--- src/rtl/mc_control_fsm.sv ---
// Multi-cycle RISC-V control unit: sequences IF/ID/EX1/EX2/MEM/WB/HALT and
// drives datapath controls combinationally from the state and live inputs.
module mc_control_fsm #(
    parameter int ALU_OP_W      = 2,
    parameter int CNT_W         = 32,
    parameter int HALT_ON_ECALL = 1
) (
    input  logic                clk,
    input  logic                reset,
    input  logic [6:0]          opcode,
    input  logic                mem_ready,
    input  logic                bcond,
    input  logic                halt_req,
    output logic [2:0]          state,
    output logic                mem_req,
    output logic                mem_read,
    output logic                mem_write,
    output logic                i_or_d,
    output logic                ir_write,
    output logic                reg_write,
    output logic                mem_to_reg,
    output logic                pc_write,
    output logic                pc_write_not_cond,
    output logic                pc_source,
    output logic                alu_src_a,
    output logic [1:0]          alu_src_b,
    output logic [ALU_OP_W-1:0] alu_op,
    output logic                is_ecall,
    output logic                illegal_op,
    output logic                instr_done,
    output logic [CNT_W-1:0]    retired,
    output logic                halted
);

    localparam logic [2:0] S_IF   = 3'd0;
    localparam logic [2:0] S_ID   = 3'd1;
    localparam logic [2:0] S_EX1  = 3'd2;
    localparam logic [2:0] S_EX2  = 3'd3;
    localparam logic [2:0] S_MEM  = 3'd4;
    localparam logic [2:0] S_WB   = 3'd5;
    localparam logic [2:0] S_HALT = 3'd6;

    localparam logic [6:0] OP_ARITH     = 7'b0110011;
    localparam logic [6:0] OP_ARITH_IMM = 7'b0010011;
    localparam logic [6:0] OP_LOAD      = 7'b0000011;
    localparam logic [6:0] OP_STORE     = 7'b0100011;
    localparam logic [6:0] OP_BRANCH    = 7'b1100011;
    localparam logic [6:0] OP_JAL       = 7'b1101111;
    localparam logic [6:0] OP_JALR      = 7'b1100111;
    localparam logic [6:0] OP_ECALL     = 7'b1110011;

    localparam logic [1:0] SRC_B    = 2'b00;
    localparam logic [1:0] SRC_FOUR = 2'b01;
    localparam logic [1:0] SRC_IMM  = 2'b10;

    localparam logic [ALU_OP_W-1:0] ALU_ADD   = '0;
    localparam logic [ALU_OP_W-1:0] ALU_FUNCT = ALU_OP_W'(2);

    logic [2:0] next_state;
    logic       halt_ecall;

    assign halt_ecall = (HALT_ON_ECALL != 0) && halt_req;

    always_ff @(posedge clk) begin
        if (reset) begin
            state <= S_IF;
        end else begin
            state <= next_state;
        end
    end

    always_ff @(posedge clk) begin
        if (reset) begin
            retired <= '0;
        end else if (instr_done) begin
            retired <= retired + CNT_W'(1);
        end
    end

    always_comb begin
        next_state = state;
        case (state)
            S_IF:  if (mem_ready) next_state = S_ID;
            S_ID: begin
                case (opcode)
                    OP_JAL: next_state = S_WB;
                    OP_ARITH, OP_ARITH_IMM, OP_LOAD, OP_STORE, OP_BRANCH, OP_JALR:
                        next_state = S_EX1;
                    OP_ECALL: next_state = halt_ecall ? S_HALT : S_IF;
                    default:  next_state = S_IF;
                endcase
            end
            S_EX1: begin
                case (opcode)
                    OP_ARITH, OP_ARITH_IMM, OP_JALR: next_state = S_WB;
                    OP_LOAD, OP_STORE:               next_state = S_MEM;
                    OP_BRANCH: next_state = bcond ? S_EX2 : S_IF;
                    default:   next_state = S_IF;
                endcase
            end
            S_EX2: next_state = S_IF;
            S_MEM: if (mem_ready) next_state = (opcode == OP_LOAD) ? S_WB : S_IF;
            S_WB:   next_state = S_IF;
            S_HALT: next_state = S_HALT;
            default: next_state = S_IF;
        endcase
    end

    always_comb begin
        mem_req           = 1'b0;
        mem_read          = 1'b0;
        mem_write         = 1'b0;
        i_or_d            = 1'b0;
        ir_write          = 1'b0;
        reg_write         = 1'b0;
        mem_to_reg        = 1'b0;
        pc_write          = 1'b0;
        pc_write_not_cond = 1'b0;
        pc_source         = 1'b0;
        alu_src_a         = 1'b0;
        alu_src_b         = SRC_B;
        alu_op            = ALU_ADD;
        is_ecall          = 1'b0;
        illegal_op        = 1'b0;
        instr_done        = 1'b0;
        halted            = 1'b0;
        case (state)
            S_IF: begin
                mem_req  = 1'b1;
                mem_read = 1'b1;
                ir_write = mem_ready;
            end
            S_ID: begin
                alu_src_b = SRC_FOUR;
                case (opcode)
                    OP_ARITH, OP_ARITH_IMM, OP_LOAD, OP_STORE, OP_BRANCH, OP_JAL, OP_JALR: begin
                    end
                    OP_ECALL: begin
                        is_ecall   = 1'b1;
                        instr_done = 1'b1;
                        pc_write   = !halt_ecall;
                    end
                    default: begin
                        illegal_op = 1'b1;
                        pc_write   = 1'b1;
                        instr_done = 1'b1;
                    end
                endcase
            end
            S_EX1: begin
                case (opcode)
                    OP_ARITH: begin
                        alu_src_a = 1'b1;
                        alu_op    = ALU_FUNCT;
                    end
                    OP_ARITH_IMM: begin
                        alu_src_a = 1'b1;
                        alu_src_b = SRC_IMM;
                        alu_op    = ALU_FUNCT;
                    end
                    OP_LOAD, OP_STORE: begin
                        alu_src_a = 1'b1;
                        alu_src_b = SRC_IMM;
                    end
                    OP_JALR: alu_src_b = SRC_FOUR;
                    OP_BRANCH: begin
                        alu_src_a         = 1'b1;
                        alu_op            = ALU_FUNCT;
                        pc_write_not_cond = 1'b1;
                        pc_source         = 1'b1;
                        instr_done        = !bcond;
                    end
                    default: begin
                    end
                endcase
            end
            S_EX2: begin
                alu_src_b  = SRC_IMM;
                pc_write   = 1'b1;
                instr_done = 1'b1;
            end
            S_MEM: begin
                mem_req   = 1'b1;
                i_or_d    = 1'b1;
                mem_read  = (opcode == OP_LOAD);
                mem_write = (opcode == OP_STORE);
                // A store retires in its completion cycle by bumping PC here.
                if (opcode == OP_STORE && mem_ready) begin
                    alu_src_b  = SRC_FOUR;
                    pc_write   = 1'b1;
                    instr_done = 1'b1;
                end
            end
            S_WB: begin
                reg_write  = 1'b1;
                pc_write   = 1'b1;
                instr_done = 1'b1;
                case (opcode)
                    OP_LOAD: begin
                        alu_src_b  = SRC_FOUR;
                        mem_to_reg = 1'b1;
                    end
                    OP_JAL:  alu_src_b = SRC_IMM;
                    OP_JALR: begin
                        alu_src_a = 1'b1;
                        alu_src_b = SRC_IMM;
                    end
                    default: alu_src_b = SRC_FOUR;
                endcase
            end
            S_HALT:  halted = 1'b1;
            default: begin
            end
        endcase
        // Architectural writes must never fire while reset is held.
        if (reset) begin
            pc_write          = 1'b0;
            pc_write_not_cond = 1'b0;
            ir_write          = 1'b0;
            reg_write         = 1'b0;
            mem_write         = 1'b0;
            instr_done        = 1'b0;
            illegal_op        = 1'b0;
        end
    end

endmodule

--- config.mk ---
export PLATFORM = sky130hd
export DESIGN_NAME = mc_control_fsm
export DESIGN_NICKNAME = d
export VERILOG_FILES = /design/src/rtl/mc_control_fsm.sv
export SDC_FILE = /design/constraint.sdc
export NUM_CORES = 1
export LEC_CHECK = 0
export CORE_UTILIZATION = 31
export DETAILED_ROUTE_END_ITERATION = 10
export PLACE_DENSITY = 0.59
export SLEW_MARGIN = 20
export SYNTH_ARGS = -nofsm -noshare
export SYNTH_HDL_FRONTEND = slang
export SYNTH_SLANG_ARGS = --single-unit
--- constraint.sdc ---
create_clock -name clk -period 2.4 [get_ports clk]
set_input_delay 0.36 -clock clk [delete_from_list [all_inputs] [get_ports clk]]
set_output_delay 0.36 -clock clk [all_outputs]
set_load 0.005 [all_outputs]
; ---- After elaboration in Yosys (flattened, before gate mapping)
; Index checks and enable logic that the tools add are counted.
[classes]
n_addsub = 1
n_eq_ne = 16
muxes = 45
reduce_logical = 16
[op_table]
columns = cell, n
row1 = $add A32 B1 Y32 const B, 1
row2 = $eq A7 B7 Y1 const B, 4
row3 = $mux W1, 27
row4 = $pmux W3 S3, 2
row5 = $pmux W3 S5, 1
row6 = $eq A7 B6 Y1 const B, 2
row7 = $mux W3, 4
row8 = $pmux W2 S5, 1
row9 = $eq A3 B3 Y1 const B, 3
row10 = $reduce_or A3 Y1, 3
row11 = $mux W2, 4
row12 = $reduce_or A2 Y1, 4
row13 = $reduce_or A8 Y1, 1
row14 = $eq A7 B2 Y1 const B, 1
row15 = $eq A7 B5 Y1 const B, 1
row16 = $reduce_or A7 Y1, 1
row17 = $eq A3 B2 Y1 const B, 2
row18 = $pmux W1 S2, 3
row19 = $reduce_or A6 Y1, 1
row20 = $reduce_or A5 Y1, 1
row21 = $ne A2 B2 Y1 const B, 2
row22 = $pmux W1 S4, 1
row23 = $pmux W2 S2, 1
row24 = $eq A3 B1 Y1 const B, 1
row25 = 5 further kinds, 6
[totals]
reg_bits = 35
output_inout_bits = 54
word_cells = 80

; ---- Longest topological paths before layout
; Gate-level depths: netlist of the first run.
[depth]
word_depth = 5
depth_mapped = 9

; ---- Least setup slack after synthesis of the first run
; OpenSTA, ideal clock, no wires.
[synth_timing]
kind = input port to output port
startpoint = in opcode[6]
endpoint = out instr_done
arrival_ns = 1.825
setup_slack_ns = 0.215
cell_stages = 8
path_buffers = 3
cell_sequence = clkbuf_2 and4_1 nand2_1 and3b_1 o31ai_2 buf_2 buf_4 inv_1
[synth_between]
elab_chain_len = 5
word_cells_on_any_way = 14
[synth_lines]
columns = item, line
row1 = start: declaration, 10  ; input logic [6:0] opcode,
row2 = "$eq A7 B2 Y1, or another cell as far along", 135  ; case (opcode)
row3 = $reduce_or A7 Y1 or $logic_and A1 B1 Y1 (tied branches), -
row4 = $mux W1 (on tied branches), "135, 188"
row5 = $pmux W1 S4 (*), 127  ; case (state)
row6 = $mux W1 (*), 216  ; if (reset) begin
row7 = end: declaration, 30  ; output logic instr_done,
; Mark *: on every way between the ends. The rest lies on a longest branch, timed or not.

; ---- Worst setup path after layout of the first run
[layout_timing]
startpoint = in opcode[4]
endpoint = out instr_done
; Same word-level chain as after synthesis.

==> results of run 1 <==
[kinds of logic (layout without fill, tap and decap cells)]
group	after synthesis	after routing	share of synthesized area, %
simple gates	137	137	33.9
compound gates	78	78	24.0
flops	35	35	31.0
buf+inv	34	134	6.75
mux	6	6	2.93
xor+xnor	2	2	0.774
fa+ha+maj	1	1	0.553
other cells	1	1	0.166
[repair_timing]
action,CTS,global route
resized for setup,30,26
pin swaps,6,3
cloned,0,1
setup endpoints to repair,18,30
setup buffers,4,2
[state kept, by name, indices dropped and copies added (netlist names)]
name / flops
state: 3
retired: 32
[critical path: stages]
cell and delay [ns]:
clkdlybuf4s50_1 0.47, and2b_2 0.26, nand3_2 0.11, o31ai_4 0.08, buf_6 0.12, o31ai_4 0.38, inv_1 0.08, buf_2 0.14
[power by group]
part	total [mW]	leakage, nW	switching, mW	internal [mW]
logic	0.172	1.00	0.0864	0.0853
clock network	0.475	0.0515	0.213	0.262
registers	0.587	0.283	0.00337	0.583
total	1.23	1.34	0.303	0.930
[layout by cell type (no fill, tap or decap), types with 10 or more instances in the layout]
cell type,synthesis,routed
a21oi_1,24,24
buf_4,3,45
clkdlybuf4s50_1,0,50
dfxtp_1,35,33
inv_1,12,12
nand2_1,21,21
nand3_1,13,13
nand4_1,13,13
nor2_1,23,21
o21ai_0,12,10
o31ai_1,13,13
or4_1,12,12
[cell type report]
cell class / instances / share of cell area, %
multi-input combinational: 225 / 43.6
timing repair buffer: 114 / 28.8
sequential: 35 / 20.1
tap: 96 / 3.43
clock buffer: 8 / 2.86
inverter: 12 / 1.29
[worst paths after layout]
path / startpoint / to / slack [ns] / depth (start not counted)
max: opcode[4] / instr_done / 0.03 / 8
min: retired[31]$_SDFFE_PP0P_ / retired[31]$_SDFFE_PP0P_ / 0.49 / 2
max reg2reg: state[1]$_SDFFE_PP0P_ / retired[11]$_SDFFE_PP0P_ / 0.20 / 7
min reg2reg: retired[31]$_SDFFE_PP0P_ / retired[31]$_SDFFE_PP0P_ / 0.49 / 2
[through the flow]
stage,utilization (%),area [um^2],hold WS [ns],instances,setup TNS (ns)
4_1_cts,49.5,3420,0.491,487,0
6_report,50.7,3500,0.488,490,0
3_3_place_gp,47.0,3250,0.479,475,-8.33
3_5_place_dp,47.0,3250,0.478,475,-9.62
5_1_grt,50.7,3500,0.515,490,-0.199
2_1_floorplan,-,2260,0.463,294,0
[routing by layer]
layer	GRT usage [%]	vias up	share of wire, %
met5	0	-	0
met4	7.00	0	2.0
met3	5.12	15	6.1
met2	33.4	92	47
met1	24.1	1234	45
li1	-	1318	-
==> impl_metrics.py, run 1 <==
metrics = {
    "outcome": {
        "outcome": "complete, no violations",
    },
    "synthesis": {
        "post_synthesis_register_bit_count": 35,
        "synthesis.nets": 307,
        "synth.lib_cells_used.distinct": 46,
        "asyncSetResetFlopFracSynth_pct": 0,
        "netlist_top_cells_area": "dfxtp_1, a21oi_1, o31ai_1",
        "post_synth_most_frequent_cells": "dfxtp_1, a21oi_1, nor2_1",
        "synth.cell_area_um2": 2260,
        "synth.avg_cell_area_um2": 7.69,
        "synthCells": 294,
        "yosys_warnings": 0,
        "postSynth.topFlopCell": "dfxtp_1",
        "post-synth-top-count-cell": "dfxtp_1",
        "seq_area_frac_synth_pct": 31.0,
        "synth_enable_flop_cells": 0,
        "synthDominantAreaCellType": "dfxtp_1",
        "synth_largest_type_area_fraction_pct": 31.0,
    },
    "drt": {
        "final_antenna_net_count": 0,
        "routed_wirelength_normalized_by_instance_count_um": 14.9,
        "via_per_inst": 5.43,
        "detailroute.via_count": 2659,
        "number_of_drc_markers_after_the_initial_detailed_route_iteration": 125,
        "detail_route.wirelength_mm": 7.29,
        "drt_first_pass_iters": 4,
        "post-route-drc-count": 0,
    },
    "job": {
        "cap_viol_max_count": 0,
    },
    "finish": {
        "total_area_of_sequential_cells_um2": 703,
        "areaGrowthSynthToFinish_pct": 54.8,
        "area_occupied_by_multi_input_gates_um2": 1530,
        "fill_cells": 737,
        "antenna-diode-count": 0,
        "final_layout_size_suffix_gt1_share_pct": 24.4,
        "final_nets": 406,
    },
    "cts": {
        "cts_root_buf": "clkbuf_8",
        "clkLatencyLatePin_ns": 0.29,
        "cts_hold_buffers": 0,
        "clkSlewWorstSetupHoldPaths_ns": 0.07,
        "h_tree_depth": 2,
        "cts_inserted_buffers": 5,
        "cts_tree": "built",
        "clock-sinks": 35,
        "ctsLongestPathBuffers": 2,
    },
    "grt": {
        "first_global_vias": 2543,
        "gr-total-overflow": 0,
        "grtUsageTotal_pct": 19.7,
        "grt_pass1_wl_mm": 12.0,
        "grt_start_max_net_pins": 22,
        "antenna_found_initial": 0,
    },
    "power": {
        "power.density_cell_area_nw_per_um2": 352,
        "report.power.total_mw": 1.23,
        "worst_ir_drop_vdd_mv": 0.194,
        "power.static_leakage_nw": 1.34,
    },
    "timing": {
        "fin_ws_ns": 0.0291,
        "rsz_0062_raised_after_global_routing": "yes",
        "hold_vio_cnt_final": 0,
        "setup_viol_count_final": 0,
        "worst_clock_skew_ns": 0.00714,
        "finalMaxSlewViolations": 0,
        "timing.final.crit_period_ns": 2.37,
        "max_freq_ghz": 0.422,
        "final.period_utilization_pct": 98.8,
    },
    "floorplanning": {
        "ios": 66,
        "fp.coreArea_um2": 6910,
        "die-area_um2": 7640,
        "die_h_um": 87.4,
        "core.rowCount": 30,
        "start_util_pct": 32.8,
        "chipWidth_um": 87.4,
    },
    "critical_path": {
        "critPathRequiredTime_ns": 2.04,
        "worst-setup-path-type": "in -> out",
        "crit_path_max_fanout": 6,
        "nature_of_the_critical_path_startpoint": "input pin",
        "timing.critical_path.arrival_ns": 2.01,
        "critical_path.endpoint_type": "output pin",
    },
    "hold_path": {
        "hp-class": "reg -> reg",
    },
    "place": {
        "port-buffer-count": 64,
        "dp_worst_setup_slack_ns": -0.383,
        "gp_congestion": 0.963,
        "post-dp-hpwl_mm": 5.12,
    },
}
(Power assumes the default switching activity.)
==> run 2, diff against run 1 <==
Settings changed: CORE_ASPECT_RATIO set to 0.7.
Clock period 2.4 ns to 2.9 ns, I/O delays scaled along.
==> impl_metrics.py, run 2 (synthesis results as in run 1) <==
metrics = {
    "finish": {
        "max_ffs_per_register": 32,
        "commonest_non_fill_non_tap_cell_in_the_layout": "clkdlybuf4s50_1",
        "areaGrowthSynthToFinish_pct": 41.6,
        "antenna-diode-count": 0,
        "postLayoutCoreUtil_pct": 46.4,
        "mostFrequentLayoutCells": "clkdlybuf4s50_1, dfxtp_1, a21oi_1",
        "final_layout_size_suffix_gt1_share_pct": 14.0,
        "layout_top_registers": "retired x32, state x3",
        "largest_register": "retired",
        "final_nets": 376,
    },
    "place": {
        "port-buffer-count": 64,
        "post-dp-hpwl_mm": 4.90,
        "dp_worst_setup_slack_ns": -0.0168,
        "gp_congestion": 0.860,
    },
    "cts": {
        "ctsLongestPathBuffers": 2,
        "cts_inserted_buffers": 5,
        "cts_root_buf": "clkbuf_8",
        "clock-sinks": 35,
        "clkSlewWorstSetupHoldPaths_ns": 0.07,
        "cts.repair_timing.setup_buffer_count": 0,
        "clkLatencyLatePin_ns": 0.28,
        "cts_tree": "built",
        "h_tree_depth": 2,
    },
    "drt": {
        "final_antenna_net_count": 0,
        "number_of_drc_markers_after_the_initial_detailed_route_iteration": 197,
        "routed_wirelength_normalized_by_instance_count_um": 14.8,
        "met3RoutedLength_um": 428,
        "detailroute.via_count": 2514,
        "highest_layer": "met4",
        "drt_first_pass_iters": 4,
        "wirelength_met1_mm": 3.46,
        "post-route-drc-count": 0,
        "via_per_inst": 5.49,
        "met2RoutedLength_mm": 2.84,
        "detail_route.wirelength_mm": 6.77,
    },
    "critical_path": {
        "critPathRequiredTime_ns": 2.47,
        "worst-setup-path-type": "in -> out",
        "crit_path_start": "opcode[4]",
        "critical_path.reg2reg.startpoint": "state[1]$_SDFFE_PP0P_",
        "worstRegToRegCells": 7,
        "ff2ff_setup_slack_ns": 0.60,
        "worst_r2r_end": "retired[22]$_SDFFE_PP0P_",
        "timing.critical_path.arrival_ns": 2.34,
        "nature_of_the_critical_path_startpoint": "input pin",
        "critical_path.endpoint_type": "output pin",
        "crit_path_max_fanout": 6,
    },
    "job": {
        "cap_viol_max_count": 0,
    },
    "hold_path": {
        "hp-class": "reg -> reg",
        "min-delay-start": "retired[31]$_SDFFE_PP0P_",
        "holdPathStages": 2,
        "timing.hold.worst_endpoint": "retired[31]$_SDFFE_PP0P_",
    },
    "timing": {
        "fin_ws_ns": 0.128,
        "finalMaxSlewViolations": 0,
        "slew-limit-headroom_pct": 58.6,
        "rsz_0062_raised_after_global_routing": "no",
        "hold_vio_cnt_final": 0,
        "worst_clock_skew_ns": 0.00213,
        "tns_ns": 0,
        "final.period_utilization_pct": 95.6,
        "max_freq_ghz": 0.361,
        "setup_viol_count_final": 0,
        "worst_pin_slew_ns": 0.616,
        "timing.final.crit_period_ns": 2.77,
    },
    "grt": {
        "grt_pass1_wl_mm": 10.9,
        "antenna_found_initial": 0,
        "grt_start_max_net_pins": 41,
        "grtUsageTotal_pct": 17.7,
        "first_global_vias": 2251,
        "gr-total-overflow": 0,
    },
    "outcome": {
        "outcome": "complete, no violations",
    },
    "floorplanning": {
        "die_h_um": 73.5,
        "start_util_pct": 32.7,
        "chipWidth_um": 104,
        "die-area_um2": 7650,
        "ios": 66,
        "core.rowCount": 25,
        "fp.coreArea_um2": 6910,
    },
    "power": {
        "worst_ir_drop_vdd_mv": 0.143,
        "power.density_cell_area_nw_per_um2": 314,
        "power.static_leakage_nw": 1.08,
    },
}
run 2: changes by cell type in the layout (fill, tap and decap cells not counted), sizes merged:
cell / delta
dlygate4sd2: -7
clkdlybuf4s50: +12
dlymetal6s2s: -1
buf: -31
clkbuf: -3
run 2: power by group:
group	switching (mW)	internal, mW
logic	0.0642	0.0613
clock network	0.179	0.217
registers	0.00122	0.482
total	0.244	0.761
run 2: timing repair:
| action | in CTS | in global routing |
|---|---|---|
| resized for setup | 0 | 7 |
| hold buffers | 0 | 0 |
| pin swaps | 1 | 1 |
| setup endpoints to repair | 2 | 4 |
run 2: per-stage QoR:
stage / power [mW] / instances / hold WS (ns) / area, um^2
2_1_floorplan: 0.555 / 294 / 0.468 / 2260
3_3_place_gp: 0.618 / 450 / 0.470 / 3080
3_5_place_dp: 0.617 / 450 / 0.471 / 3080
4_1_cts: 1.01 / 458 / 0.481 / 3180
5_1_grt: 1.05 / 458 / 0.512 / 3200
6_report: 1.00 / 458 / 0.473 / 3200
run 2: how the worst max path moves through the flow:
stage	slack, ns	endpoint	cells past startpoint
final	0.13	illegal_op	6
after CTS	0.03	pc_write	7
after global routing	0.03	alu_src_b[0]	7
after detailed placement	-0.02	retired[22]$_SDFFE_PP0P_	8
after floorplan	0.56	instr_done	8
after global placement	0.03	pc_write	7
run 2: layer usage:
metal | GRT usage, % | vias up
met5 | 0 | -
met1 | 26.0 | 1179
met3 | 3.73 | 4
li1 | - | 1253
met4 | 3.17 | 0
met2 | 26.6 | 78
run 2: worst max-delay path, stage by stage:
cell and delay (ns):
clkdlybuf4s50_1 0.47, and2b_2 0.27, o21ai_0 0.15, and3b_2 0.27
nor3b_1 0.19, clkdlybuf4s50_1 0.54
run 2: cell type report:
| cell class | count | area, um^2 |
|---|---|---|
| flip-flops and latches | 35 | 701 |
| fillers | 697 | 3710 |
| clock buffers | 8 | 100 |
| well taps | 94 | 118 |
| multi-input cells | 225 | 1430 |
| repair buffers | 84 | 808 |
| inverters | 12 | 45.0 |
==> run 3, diff against run 2 <==
Settings changed: CORE_MARGIN set to 4, MAX_ROUTING_LAYER set to met4.
==> impl_metrics.py, run 3 (synthesis results as in run 1) <==
metrics = {
    "drt": {
        "number_of_drc_markers_after_the_initial_detailed_route_iteration": 187,
        "final_antenna_net_count": 0,
        "routed_wirelength_normalized_by_instance_count_um": 15.8,
        "detail_route.wirelength_mm": 7.34,
        "drt_first_pass_iters": 4,
        "detailroute.via_count": 2534,
        "post-route-drc-count": 0,
        "via_per_inst": 5.44,
    },
    "finish": {
        "mostFrequentLayoutCells": "clkdlybuf4s50_1, dfxtp_1, buf_4",
        "largest_register": "retired",
        "antenna-diode-count": 0,
        "postLayoutCoreUtil_pct": 47.1,
        "final_nets": 384,
        "layout_top_registers": "retired x32, state x3",
        "fill_cells": 678,
        "final_layout_size_suffix_gt1_share_pct": 15.6,
        "max_ffs_per_register": 32,
        "areaGrowthSynthToFinish_pct": 44.0,
        "commonest_non_fill_non_tap_cell_in_the_layout": "clkdlybuf4s50_1",
    },
    "floorplanning": {
        "ios": 66,
        "fp.coreArea_um2": 6910,
        "chipWidth_um": 110,
        "start_util_pct": 32.7,
        "die_h_um": 79.5,
        "die-area_um2": 8750,
        "core.rowCount": 25,
    },
    "critical_path": {
        "worstRegToRegCells": 7,
        "crit_path_max_fanout": 6,
        "critical_path.reg2reg.startpoint": "state[2]$_SDFFE_PP0P_",
        "critPathCapture": "pc_write",
        "crit_path_start": "opcode[4]",
        "crit_path_most_repeated_cell": "clkdlybuf4s50_1",
        "critPathRequiredTime_ns": 2.47,
        "worst_r2r_end": "retired[29]$_SDFFE_PP0P_",
        "worst_path_max_delay_cell": "clkdlybuf4s50_1",
        "critical_path.cell_chain": "clkdlybuf4s50_1, and2b_1, o21ai_0, and3b_2, a21oi_1, nor3_1, clkdlybuf4s50_1",
        "timing.critical_path.arrival_ns": 2.42,
        "ff2ff_setup_slack_ns": 0.39,
        "critical_path.endpoint_type": "output pin",
        "nature_of_the_critical_path_startpoint": "input pin",
        "cpPeakStageDelay_ns": 0.54,
        "worst-setup-path-type": "in -> out",
    },
    "cts": {
        "cts_root_buf": "clkbuf_8",
        "clock-sinks": 35,
        "clkLatencyLatePin_ns": 0.29,
        "ctsLongestPathBuffers": 2,
        "cts_inserted_buffers": 5,
        "cts_tree": "built",
        "cts_hold_buffers": 0,
        "h_tree_depth": 2,
        "clkSlewWorstSetupHoldPaths_ns": 0.07,
    },
    "power": {
        "worst_ir_drop_vdd_mv": 0.141,
        "power.static_leakage_nw": 1.12,
        "report.power.total_mw": 0.968,
        "power.density_cell_area_nw_per_um2": 297,
    },
    "timing": {
        "rsz_0062_raised_after_global_routing": "yes",
        "final.period_utilization_pct": 98.3,
        "fin_ws_ns": 0.0493,
        "finalMaxSlewViolations": 0,
        "slew-limit-headroom_pct": 59.1,
        "worst_pin_slew_ns": 0.609,
        "worst_clock_skew_ns": 0.00829,
        "hold_vio_cnt_final": 0,
        "max_freq_ghz": 0.351,
        "timing.final.crit_period_ns": 2.85,
        "setup_viol_count_final": 0,
    },
    "place": {
        "port-buffer-count": 64,
        "post-dp-hpwl_mm": 5.40,
        "gp_congestion": 0.938,
        "dp_worst_setup_slack_ns": -0.0245,
    },
    "outcome": {
        "outcome": "complete, no violations",
    },
    "job": {
        "cap_viol_max_count": 0,
    },
    "grt": {
        "gr-total-overflow": 0,
        "grt_pass1_wl_mm": 11.8,
        "grt_start_max_net_pins": 41,
        "grtUsageTotal_pct": 17.3,
        "antenna_found_initial": 0,
        "first_global_vias": 2294,
    },
    "hold_path": {
        "hp-class": "reg -> reg",
    },
}
run 3: cell types whose count changed in the layout (fill, tap and decap cells not counted), sizes merged:
cell	change
clkbuf	-1
clkdlybuf4s50	-1
clkinv	+1
buf	+8
dlymetal6s2s	+1
run 3: cell type report:
cell class | count | area, um^2 | area share, %
clock buffers | 7 | 76.3 | 2.34
clock inverters | 1 | 5.00 | 0.154
inverters | 12 | 45.0 | 1.38
multi-input cells | 225 | 1440 | 44.3
flip-flops and latches | 35 | 701 | 21.5
well taps | 94 | 118 | 3.61
repair buffers | 92 | 871 | 26.7
run 3: routing by layer:
layer / wire, um / share of wire (%) / track usage [%] / vias up
met5: 0 / 0 / - / -
met4: 40 / 0.54 / 2.95 / 0
met3: 443 / 6.0 / 4.85 / 5
met2: 3090 / 42 / 23.4 / 68
met1: 3770 / 51 / 25.7 / 1192
li1: - / - / - / 1269
run 3: worst min path at each step:
stage	startpoint	endpoint	slack [ns]	cells after the start
2_1_floorplan	retired[31]$_SDFFE_PP0P_	retired[31]$_SDFFE_PP0P_	0.47	2
3_3_place_gp	retired[31]$_SDFFE_PP0P_	retired[31]$_SDFFE_PP0P_	0.46	2
3_5_place_dp	retired[31]$_SDFFE_PP0P_	retired[31]$_SDFFE_PP0P_	0.48	2
4_1_cts	retired[31]$_SDFFE_PP0P_	retired[31]$_SDFFE_PP0P_	0.49	2
5_1_grt	retired[31]$_SDFFE_PP0P_	retired[31]$_SDFFE_PP0P_	0.52	2
6_report	retired[31]$_SDFFE_PP0P_	retired[31]$_SDFFE_PP0P_	0.49	2
run 3: stage by stage:
step | TNS, ns | cells | cell area [um^2] | hold slack (ns)
final | 0 | 466 | 3260 | 0.491
after global routing | -0.0494 | 466 | 3260 | 0.525
after CTS | 0 | 465 | 3220 | 0.491
after detailed placement | -0.0254 | 457 | 3140 | 0.475
after global placement | -0.0101 | 457 | 3140 | 0.463
after floorplan | 0 | 294 | 2260 | 0.468
run 3: timing repair:
item	CTS	global route
setup endpoints to repair	1	4
gates resized for setup	0	8
pin swaps	1	3
setup buffers	0	1
run 3: critical path: cells and delay by family:
family                 cells  cell delay, ns
and+or+nand+nor            3            0.71
AOI/OAI and AO/OA          2            0.24
buffers and inverters      2            1.02
run 3: report_power, final:
group / switching [mW] / total (mW) / internal, mW
clock: 0.181 / 0.350 / 0.169
sequential: 0.00137 / 0.484 / 0.482
combinational: 0.0689 / 0.134 / 0.0652
